`config.mk`:
```
export PLATFORM = sky130hd
export DESIGN_NAME = frame_writer
export DESIGN_NICKNAME = d
export VERILOG_FILES = /design/src/rtl/frame_writer.sv
export SDC_FILE = /design/constraint.sdc
export NUM_CORES = 1
export LEC_CHECK = 0
export BUFFER_PORTS_ARGS = -buffer_cell sky130_fd_sc_hd__buf_2
export CAP_MARGIN = 20
export CORE_UTILIZATION = 60
export CTS_CLUSTER_DIAMETER = 80
export DETAILED_ROUTE_END_ITERATION = 8
export PLACE_DENSITY = 0.83
export SLEW_MARGIN = 40
export SYNTH_ARGS = -nofsm -noshare
export SYNTH_HDL_FRONTEND = slang
export SYNTH_SLANG_ARGS = --single-unit
```
`constraint.sdc`:
```
create_clock -name clk -period 3 [get_ports clk]
set_input_delay 0.3 -clock clk [delete_from_list [all_inputs] [get_ports clk]]
set_output_delay 0.3 -clock clk [all_outputs]
set_load 0.02 [all_outputs]
```
`src/rtl/frame_writer.sv`:
```
// Pixel stream to byte-addressed frame memory writer (3 bytes/pixel, BMP-style rows).
// Optional row padding to a 4-byte multiple is enabled by defining FRAME_WRITER_PAD_EN.
module frame_writer #(
  parameter int WIDTH      = 640,
  parameter int HEIGHT     = 480,
  parameter int FIFO_DEPTH = 4,
  parameter int ADDR_W     = 32
) (
  input  logic              clk,
  input  logic              reset_n,
  input  logic              frame_start,
  input  logic [ADDR_W-1:0] base_addr,
  input  logic              in_valid,
  output logic              in_ready,
  input  logic [23:0]       pixel,
  output logic              mem_we,
  input  logic              mem_ready,
  output logic [ADDR_W-1:0] mem_addr,
  output logic [7:0]        mem_data,
  output logic              busy,
  output logic              frame_done,
  output logic [2:0]        state_dbg
);

  // Handshakes: a pixel moves on in_valid && in_ready; a byte moves on
  // mem_we && mem_ready, and mem_we/mem_addr/mem_data hold until then.
  localparam logic [2:0] S_IDLE = 3'd0;
  localparam logic [2:0] S_B0   = 3'd1;
  localparam logic [2:0] S_B1   = 3'd2;
  localparam logic [2:0] S_B2   = 3'd3;
`ifdef FRAME_WRITER_PAD_EN
  localparam logic [2:0] S_PAD  = 3'd4;
  localparam int PAD_BYTES = (4 - ((3 * WIDTH) % 4)) % 4;
`endif
  localparam logic [2:0] S_DONE = 3'd5;

  localparam int PTR_W = $clog2(FIFO_DEPTH);
  localparam int CNT_W = PTR_W + 1;
  localparam int COL_W = $clog2(WIDTH + 1);
  localparam int ROW_W = $clog2(HEIGHT + 1);

  logic [23:0]       fifo_mem [FIFO_DEPTH];
  logic [PTR_W-1:0]  rd_ptr, wr_ptr;
  logic [CNT_W-1:0]  count, count_nxt;
  logic              in_ready_r;
  logic [2:0]        state;
  logic [COL_W-1:0]  col;
  logic [ROW_W-1:0]  row;
  logic [ADDR_W-1:0] addr;
  logic              fresh;
`ifdef FRAME_WRITER_PAD_EN
  logic [1:0]        pad_cnt;
`endif

  logic        push, pop, accept, has_next, end_of_row, last_row;
  logic [23:0] head;

  assign accept     = mem_we && mem_ready;
  assign push       = in_valid && in_ready_r;
  assign pop        = (state == S_B2) && accept;
  assign count_nxt  = count + CNT_W'(push) - CNT_W'(pop);
  assign head       = fifo_mem[rd_ptr];
  assign end_of_row = (col == COL_W'(WIDTH - 1));
  assign last_row   = (row == ROW_W'(HEIGHT - 1));
  // Whether another pixel is available once this cycle's pop has happened.
  assign has_next   = pop ? (count > CNT_W'(1)) : (count != '0);

  assign in_ready   = in_ready_r;
  assign mem_addr   = addr;
  assign busy       = (state != S_IDLE) || (count != '0);
  assign frame_done = (state == S_DONE);
  assign state_dbg  = state;

  always_comb begin
    mem_we = (state == S_B0) || (state == S_B1) || (state == S_B2);
`ifdef FRAME_WRITER_PAD_EN
    if (state == S_PAD) mem_we = 1'b1;
`endif
  end

  always_comb begin
    mem_data = 8'h00;
    case (state)
      S_B0:    mem_data = head[7:0];
      S_B1:    mem_data = head[15:8];
      S_B2:    mem_data = head[23:16];
      default: mem_data = 8'h00;
    endcase
  end

  always_ff @(posedge clk) begin
    if (push && !frame_start) fifo_mem[wr_ptr] <= pixel;
  end

  always_ff @(posedge clk or negedge reset_n) begin
    if (!reset_n) begin
      rd_ptr     <= '0;
      wr_ptr     <= '0;
      count      <= '0;
      in_ready_r <= 1'b1;
    end else if (frame_start) begin
      rd_ptr     <= '0;
      wr_ptr     <= '0;
      count      <= '0;
      in_ready_r <= 1'b1;
    end else begin
      if (push) wr_ptr <= wr_ptr + 1'b1;
      if (pop)  rd_ptr <= rd_ptr + 1'b1;
      count      <= count_nxt;
      in_ready_r <= (count_nxt != CNT_W'(FIFO_DEPTH));
    end
  end

  always_ff @(posedge clk or negedge reset_n) begin
    if (!reset_n) begin
      state <= S_IDLE;
      col   <= '0;
      row   <= '0;
      addr  <= '0;
      fresh <= 1'b1;
`ifdef FRAME_WRITER_PAD_EN
      pad_cnt <= '0;
`endif
    end else if (frame_start) begin
      state <= S_IDLE;
      col   <= '0;
      row   <= '0;
      fresh <= 1'b1;
`ifdef FRAME_WRITER_PAD_EN
      pad_cnt <= '0;
`endif
    end else begin
      case (state)
        S_IDLE: if (count != '0) begin
          state <= S_B0;
          if (fresh) begin
            addr  <= base_addr;
            fresh <= 1'b0;
          end
        end
        S_B0: if (accept) begin
          addr  <= addr + 1'b1;
          state <= S_B1;
        end
        S_B1: if (accept) begin
          addr  <= addr + 1'b1;
          state <= S_B2;
        end
        S_B2: if (accept) begin
          addr <= addr + 1'b1;
          if (!end_of_row) begin
            col   <= col + 1'b1;
            state <= has_next ? S_B0 : S_IDLE;
          end else begin
            col <= '0;
`ifdef FRAME_WRITER_PAD_EN
            if (PAD_BYTES != 0) state <= S_PAD;
            else
`endif
            begin
              row   <= last_row ? '0 : row + 1'b1;
              state <= last_row ? S_DONE : (has_next ? S_B0 : S_IDLE);
            end
          end
        end
`ifdef FRAME_WRITER_PAD_EN
        S_PAD: if (accept) begin
          addr <= addr + 1'b1;
          if (pad_cnt == 2'(PAD_BYTES - 1)) begin
            pad_cnt <= '0;
            row     <= last_row ? '0 : row + 1'b1;
            state   <= last_row ? S_DONE : (has_next ? S_B0 : S_IDLE);
          end else begin
            pad_cnt <= pad_cnt + 1'b1;
          end
        end
`endif
        S_DONE: begin
          state <= S_IDLE;
          fresh <= 1'b1;
        end
        default: state <= S_IDLE;
      endcase
    end
  end

endmodule
```
# After elaboration in Yosys (flattened, before gate mapping)
# Memory sizes are Yosys's and may differ from the RTL's.
# Index checks and enable logic that the tools add are counted.
# totals
ramBits	96
word_cells	92
register_bits	63
in_bits	61
n_memories	1
# memory_table
name	depth	word_bits	read_ports	rd_ports_with_merged_regs	write_ports	line	text
fifo_mem	4	24	1	0	1	42	logic [23:0] fifo_mem [FIFO_DEPTH];
# op_classes
bitwise	1
add_sub_neg	7
n_eq_ne	14
mux	35
n_reduce_logical	24
order_cmp	1
# ops
cell	n
32-bit 2-to-1 mux	3
32-bit one-hot mux with 2 select lines	1
9-bit 2-to-1 mux	5
10-bit 2-to-1 mux	4
32-bit by 1-bit adder with 32-bit output, second input constant	1
3-bit 2-to-1 mux	8
8-bit one-hot mux with 3 select lines	1
3-bit != test, second input constant	5
3-bit one-hot mux with 4 select lines	1
2-bit nonzero test	6
10-bit by 1-bit adder with 10-bit output, second input constant	1
10-bit == test, second input constant	1
9-bit by 1-bit adder with 9-bit output, second input constant	1
9-bit == test, second input constant	1
3-bit nonzero test	3
2-bit 2-to-1 mux	4
1-bit 2-to-1 mux	7
3-bit by 2-bit == test with 1-bit output, second input constant	2
5-bit AND reduction	1
2-bit by 1-bit adder with 2-bit output, second input constant	2
1-bit logical AND	4
2-bit != test, second input constant	2
2-bit AND reduction	2
4-bit AND reduction	1
other kinds (13)	15

# Depth between registers and ports, before layout
# depth
ltp_word	12
mapped_depth	11
depth_no_buf	10

# Least setup slack after synthesis
# OpenSTA, ideal clock, no wires.
# synth_timing
path_type	flip-flop to flip-flop
from	register state[1], in the netlist state_dbg[1]
to	register in_ready_r, in the netlist in_ready
path_buffers	1
path_slack_ns	0.798
t_arrival_ns	2.118
setup_time_ns	0.084
stages_incl_launch_ff	12
required_ns	2.916
synth_period_minus_slack_ns	2.202
path_cell_list	dfrtp_1 -> buf_6 -> nand4b_4 -> inv_2 -> ha_1 -> inv_1 -> ha_1 -> inv_1 -> fa_1 -> xnor2_1 -> nor2_1 -> nand3b_1
# synth_between
elab_chain_len	8
# synth_rtl
item	line	text
from (decl)	46	logic [2:0] state;
from (signal assigned)	153	state <= has_next ? S_B0 : S_IDLE;
from (signal assigned)	162	state <= last_row ? S_DONE : (has_next ? S_B0 : S_IDLE);
3-bit by 1-bit == test with 1-bit output or 3-bit by 2-bit == test with 1-bit output (tied branches)	75	mem_we = (state == S_B0) || (state == S_B1) || (state == S_B2);
1-bit logical OR (2 in series)	75	
1-bit logical AND	58	assign accept = mem_we && mem_ready;
1-bit logical AND *	60	assign pop = (state == S_B2) && accept;
3-bit by 1-bit subtractor with 3-bit output *	61	assign count_nxt = count + CNT_W'(push) - CNT_W'(pop);
3-bit != test *	110	in_ready_r <= (count_nxt != CNT_W'(FIFO_DEPTH));
1-bit 2-to-1 mux *	101	end else if (frame_start) begin
to (signal assigned)	110	
to (decl)	45	logic in_ready_r;
# Every way passes the cells marked *; elsewhere a longest branch is shown, timed or not.
# A chain may end at the register's enable or synchronous reset.

# Worst setup path in the final report
# layout_timing
from	register rd_ptr[0]
to	output mem_data[1]
# layout_between
elab_chain_len	2
# layout_rtl
item	line	text
from (decl)	43	logic [PTR_W-1:0] rd_ptr, wr_ptr;
from (signal assigned)	108	if (pop) rd_ptr <= rd_ptr + 1'b1;
memory read 4 x 24 bit	-	
8-bit one-hot mux with 3 select lines	83	case (state)
to (decl)	19	output logic [7:0] mem_data,
# Every way passes these cells.

==> out/metrics.sh <==
DIE_HEIGHT_UM=114
DRC=0
USE_MET3_PCT=5.53
LAYOUT-DRIVE-GT1-SHARE_PCT=28.2
SLEW_OF_THE_PIN_WITH_THE_LOWEST_SLEW_MARGIN_NS=0.683
HPWLAFTERDP_UM=11800
ANTENNA_LEFT=0
INSERTION_DELAY_NS=0.43
FINAL.MIN_CLOCK_PERIOD_NS=2.76
WORSTHOLDPATHCELLS=1
DIE_WIDTH_UM=114
PATH_MAX_FANOUT=8
GRT_START_MAX_NET_PINS=40
R2R.WORST_PATH.CELLS=10
GRT_UTIL_MET1_PCT=37.4
GRT.MET2_USAGE_PCT=48.1
NUMBER_OF_SETUP_VIOLATIONS_IN_THE_FINAL_REPORT=0
MAX_SLEW_MARGIN_PCT=54.0
POSTSYNTH.ASYNCRESETSHARE_PCT=39.6
SEQ_AREA_FRAC_SYNTH_PCT=59.3
POSTSYNTHAREAPERCELL_UM2=12.7
WIRE_LENGTH_OF_THE_FIRST_GLOBAL_ROUTING_PASS_UM=28300
CLOCK.FMAX_MHz=363
DRT-VIAS-PER-INSTANCE=6.31
MULTI_INPUT_GATE_AREA_IN_THE_FINAL_LAYOUT_UM2=2810
SETUP_TNS_NS=0
REGISTER_AREA_UM2=4460
REG2REG_SLACK_NS=0.64
P_LEAK_nW=3.49
FLOORPLAN.ROWS=40
NUM_IO_PINS=108
SYNTH.CELL_AREA_UM2=7520
GRT_PASS1_VIAS=5514
YS_SEQ_ELEMENTS=159
DRT-INITIAL-DRC-COUNT=514
COUNT_OF_ANTENNA_DIODES_IN_THE_LAYOUT=0
CTS-ROOT-BUF='clkbuf_16'
PORT_BUFFERS=107
FINALCLOCKSKEW_NS=0.00554
CTS_TREE='yes'
CTSRESIZECOUNT=0
YOSYSUNIQUECELLTYPES=63
DESIGN.DIE.AREA_UM2=13000
VDD_DROP_MAX_mV=0.430
FINAL_HOLD_VIOL_COUNT=0
START_KIND='flip-flop'
RUN_STATUS='finished clean'
WORSTHOLDPATHTYPE='in2reg'
CLOCK_BUFFER_COUNT_FROM_CTS=17
CLKTRANSATPATHREGS_NS=0.07
FIN_CRIT_SH_PCT=91.9
DETAILROUTE.VIA_COUNT=5596
POWER-PER-CELL-AREA_nW_PER_UM2=849
REQUIRED_NS=2.70
SETUP.WORST_PATH.CLASS='reg2out'
FINAL_MAX_SLEW_VIOL_COUNT=0
WORST_HOLD_STARTPOINT='pixel[16]'
GR-USAGE-ALL-LAYERS_PCT=28.9
POSTSYNTHNETCOUNT=666
END_KIND='primary output'
AREAGROWTHSYNTHTOFINISH_PCT=18.0
CRIT_ARRIVAL_NS=2.46
LAYOUT.FILLER_CELLS=807
ROUTABILITYCONGESTION=0.870
HOLDPATHEND='fifo_mem[1][16]'
DR.PASS1.ITERS=5
NNETSFINAL=779
CORE_AREA_UM2=12100
TOTALWIRELENGTH_UM=17600
AVERAGE_ROUTED_WIRE_PER_STANDARD_CELL_UM=19.9
GRT_ANTENNA_BEFORE_REPAIR=1
WORSTREG2REGEND='in_ready'
MAX_CAP_VIOLATIONS=0
CLOCK_TREE.HTREE_LEVEL_COUNT=4
YS.FLOP_TYPE='edfxtp_1'
SYN_INST=593
GLOBAL_ROUTE.OVERFLOW_TOTAL=0
INITIAL_CORE_UTILIZATION_PCT=62.1
RSZ0062_AT_GRT='false'
CRITICAL_PATH.REG2REG.STARTPOINT='state_dbg[0]'
CLOCK_SINK_COUNT=159
CTS_MAX_PATH_BUFFERS=2
GRT_MOST_USED_LAYER='met2'
YOSYS_WARNINGS=0
POST-ROUTE-UTIL_PCT=73.3
SYNTH_EDF_COUNT=96
[cell type report]
| class | instances | area share (%) |
|---|---|---|
| repair buffers | 131 | 8.26 |
| well taps | 168 | 2.37 |
| clock inverters | 13 | 2.03 |
| clock buffers | 19 | 4.88 |
| multi-input cells | 384 | 31.6 |
| flip-flops and latches | 159 | 50.3 |
| inverters | 13 | 0.550 |
[cell families (layout without fill, tap and decap cells)]
kind of cell             count (synthesis)  count (layout)  share of synthesized area [%]
adder cells (fa/ha/maj)                 12              12                           2.10
multiplexers                            36              36                           8.92
flip-flops                             159             159                           59.3
buffers and inverters                   50             176                           3.36
XOR/XNOR                                15              15                           1.75
AO/OA/AOI/OAI                          129             129                           10.9
AND/OR/NAND/NOR                        192             192                           13.7
[cell usage in the layout, fill, tap and decap left out, drive strengths merged, types with 2 or more instances in the layout]
master,n
buf,130
edfxtp,96
dfrtp,61
nor2,46
nand2,42
a21oi,38
o21ai,31
mux4,24
nand3,22
clkbuf,19
nor3,18
inv,18
a2bb2oi,13
o22ai,12
a22oi,11
ha,11
nand4,11
and4,10
and3,10
and2,10
xor2,9
mux2,8
nor4,7
xnor2,6
nor2b,5
mux2i,4
a31oi,4
nand3b,3
o211ai,3
bufinv,3
clkinv,3
o41ai,3
or3,2
nor3b,2
clkinvlp,2
dfstp,2
[synth_stat cells (11+ instances only)]
master | instances | area [µm²]
nor2_1 | 46 | 173
dfrtp_1 | 61 | 1530
inv_1 | 11 | 41.3
nand3_1 | 21 | 105
nor3_1 | 16 | 80.1
edfxtp_1 | 96 | 2880
mux4_2 | 24 | 541
ha_1 | 11 | 138
o22ai_1 | 12 | 75.1
nand2_1 | 42 | 158
o21ai_0 | 30 | 150
clkbuf_1 | 14 | 52.6
a22oi_1 | 11 | 82.6
a2bb2oi_1 | 13 | 114
a21oi_1 | 38 | 190
[worst max-delay path, cell delays in order, from the launching register on]
cell	delay (ns)
dfrtp_1	0.57
buf_4	0.28
mux4_2	0.53
mux2_2	0.28
a22oi_1	0.13
nor2_1	0.07
buf_2	0.16
[through the flow]
step	setup slack, ns	hold WS [ns]	std cells	area (µm²)	power, mW
3_5_place_dp	0.634	0.304	853	8240	5.28
3_3_place_gp	0.744	0.455	853	8240	5.16
5_1_grt	0.139	0.0765	887	8870	7.88
2_1_floorplan	0.798	0.00441	593	7520	4.55
6_report	0.244	0.0788	887	8870	7.54
4_1_cts	0.216	0.0728	886	8870	7.52
[per-layer routing]
| layer | share of wire [%] | vias to the layer above | wire (µm) |
|---|---|---|---|
| met1 | 39 | 2751 | 6890 |
| met4 | 2.6 | 2 | 464 |
| met5 | 0.045 | - | 8 |
| met2 | 51 | 297 | 8940 |
| li1 | - | 2504 | - |
| met3 | 7.5 | 42 | 1320 |
[where the power goes]
part	leakage, nW	internal (mW)	switching, mW
clock	0.293	1.33	0.909
sequential	1.66	2.66	0.350
combinational	1.54	0.842	1.44
[registers in the layout, summed over array words and instances, names as in the netlist]
signal     flops
in_ready       1
mem_addr      32
fifo_mem      96
wr_ptr         2
count          3
state_dbg      3
col           10
fresh          1
rd_ptr         2
row            9
[what timing repair did]
| item | in CTS | in global routing |
|---|---|---|
| buffers inserted | 0 | 0 |
| hold endpoints to repair | 36 | 0 |
| hold buffers | 1 | 0 |
[worst max path at each step]
stage,end,depth (start not counted),slack (ns),start
2_1_floorplan,in_ready,11,0.80,state_dbg[1]
3_3_place_gp,mem_data[1],6,0.74,rd_ptr[0]
3_5_place_dp,in_ready,10,0.63,state_dbg[0]
4_1_cts,mem_data[1],6,0.22,rd_ptr[0]
5_1_grt,mem_data[1],6,0.14,rd_ptr[0]
6_report,mem_data[1],6,0.24,rd_ptr[0]
(Power assumes the default switching activity.)
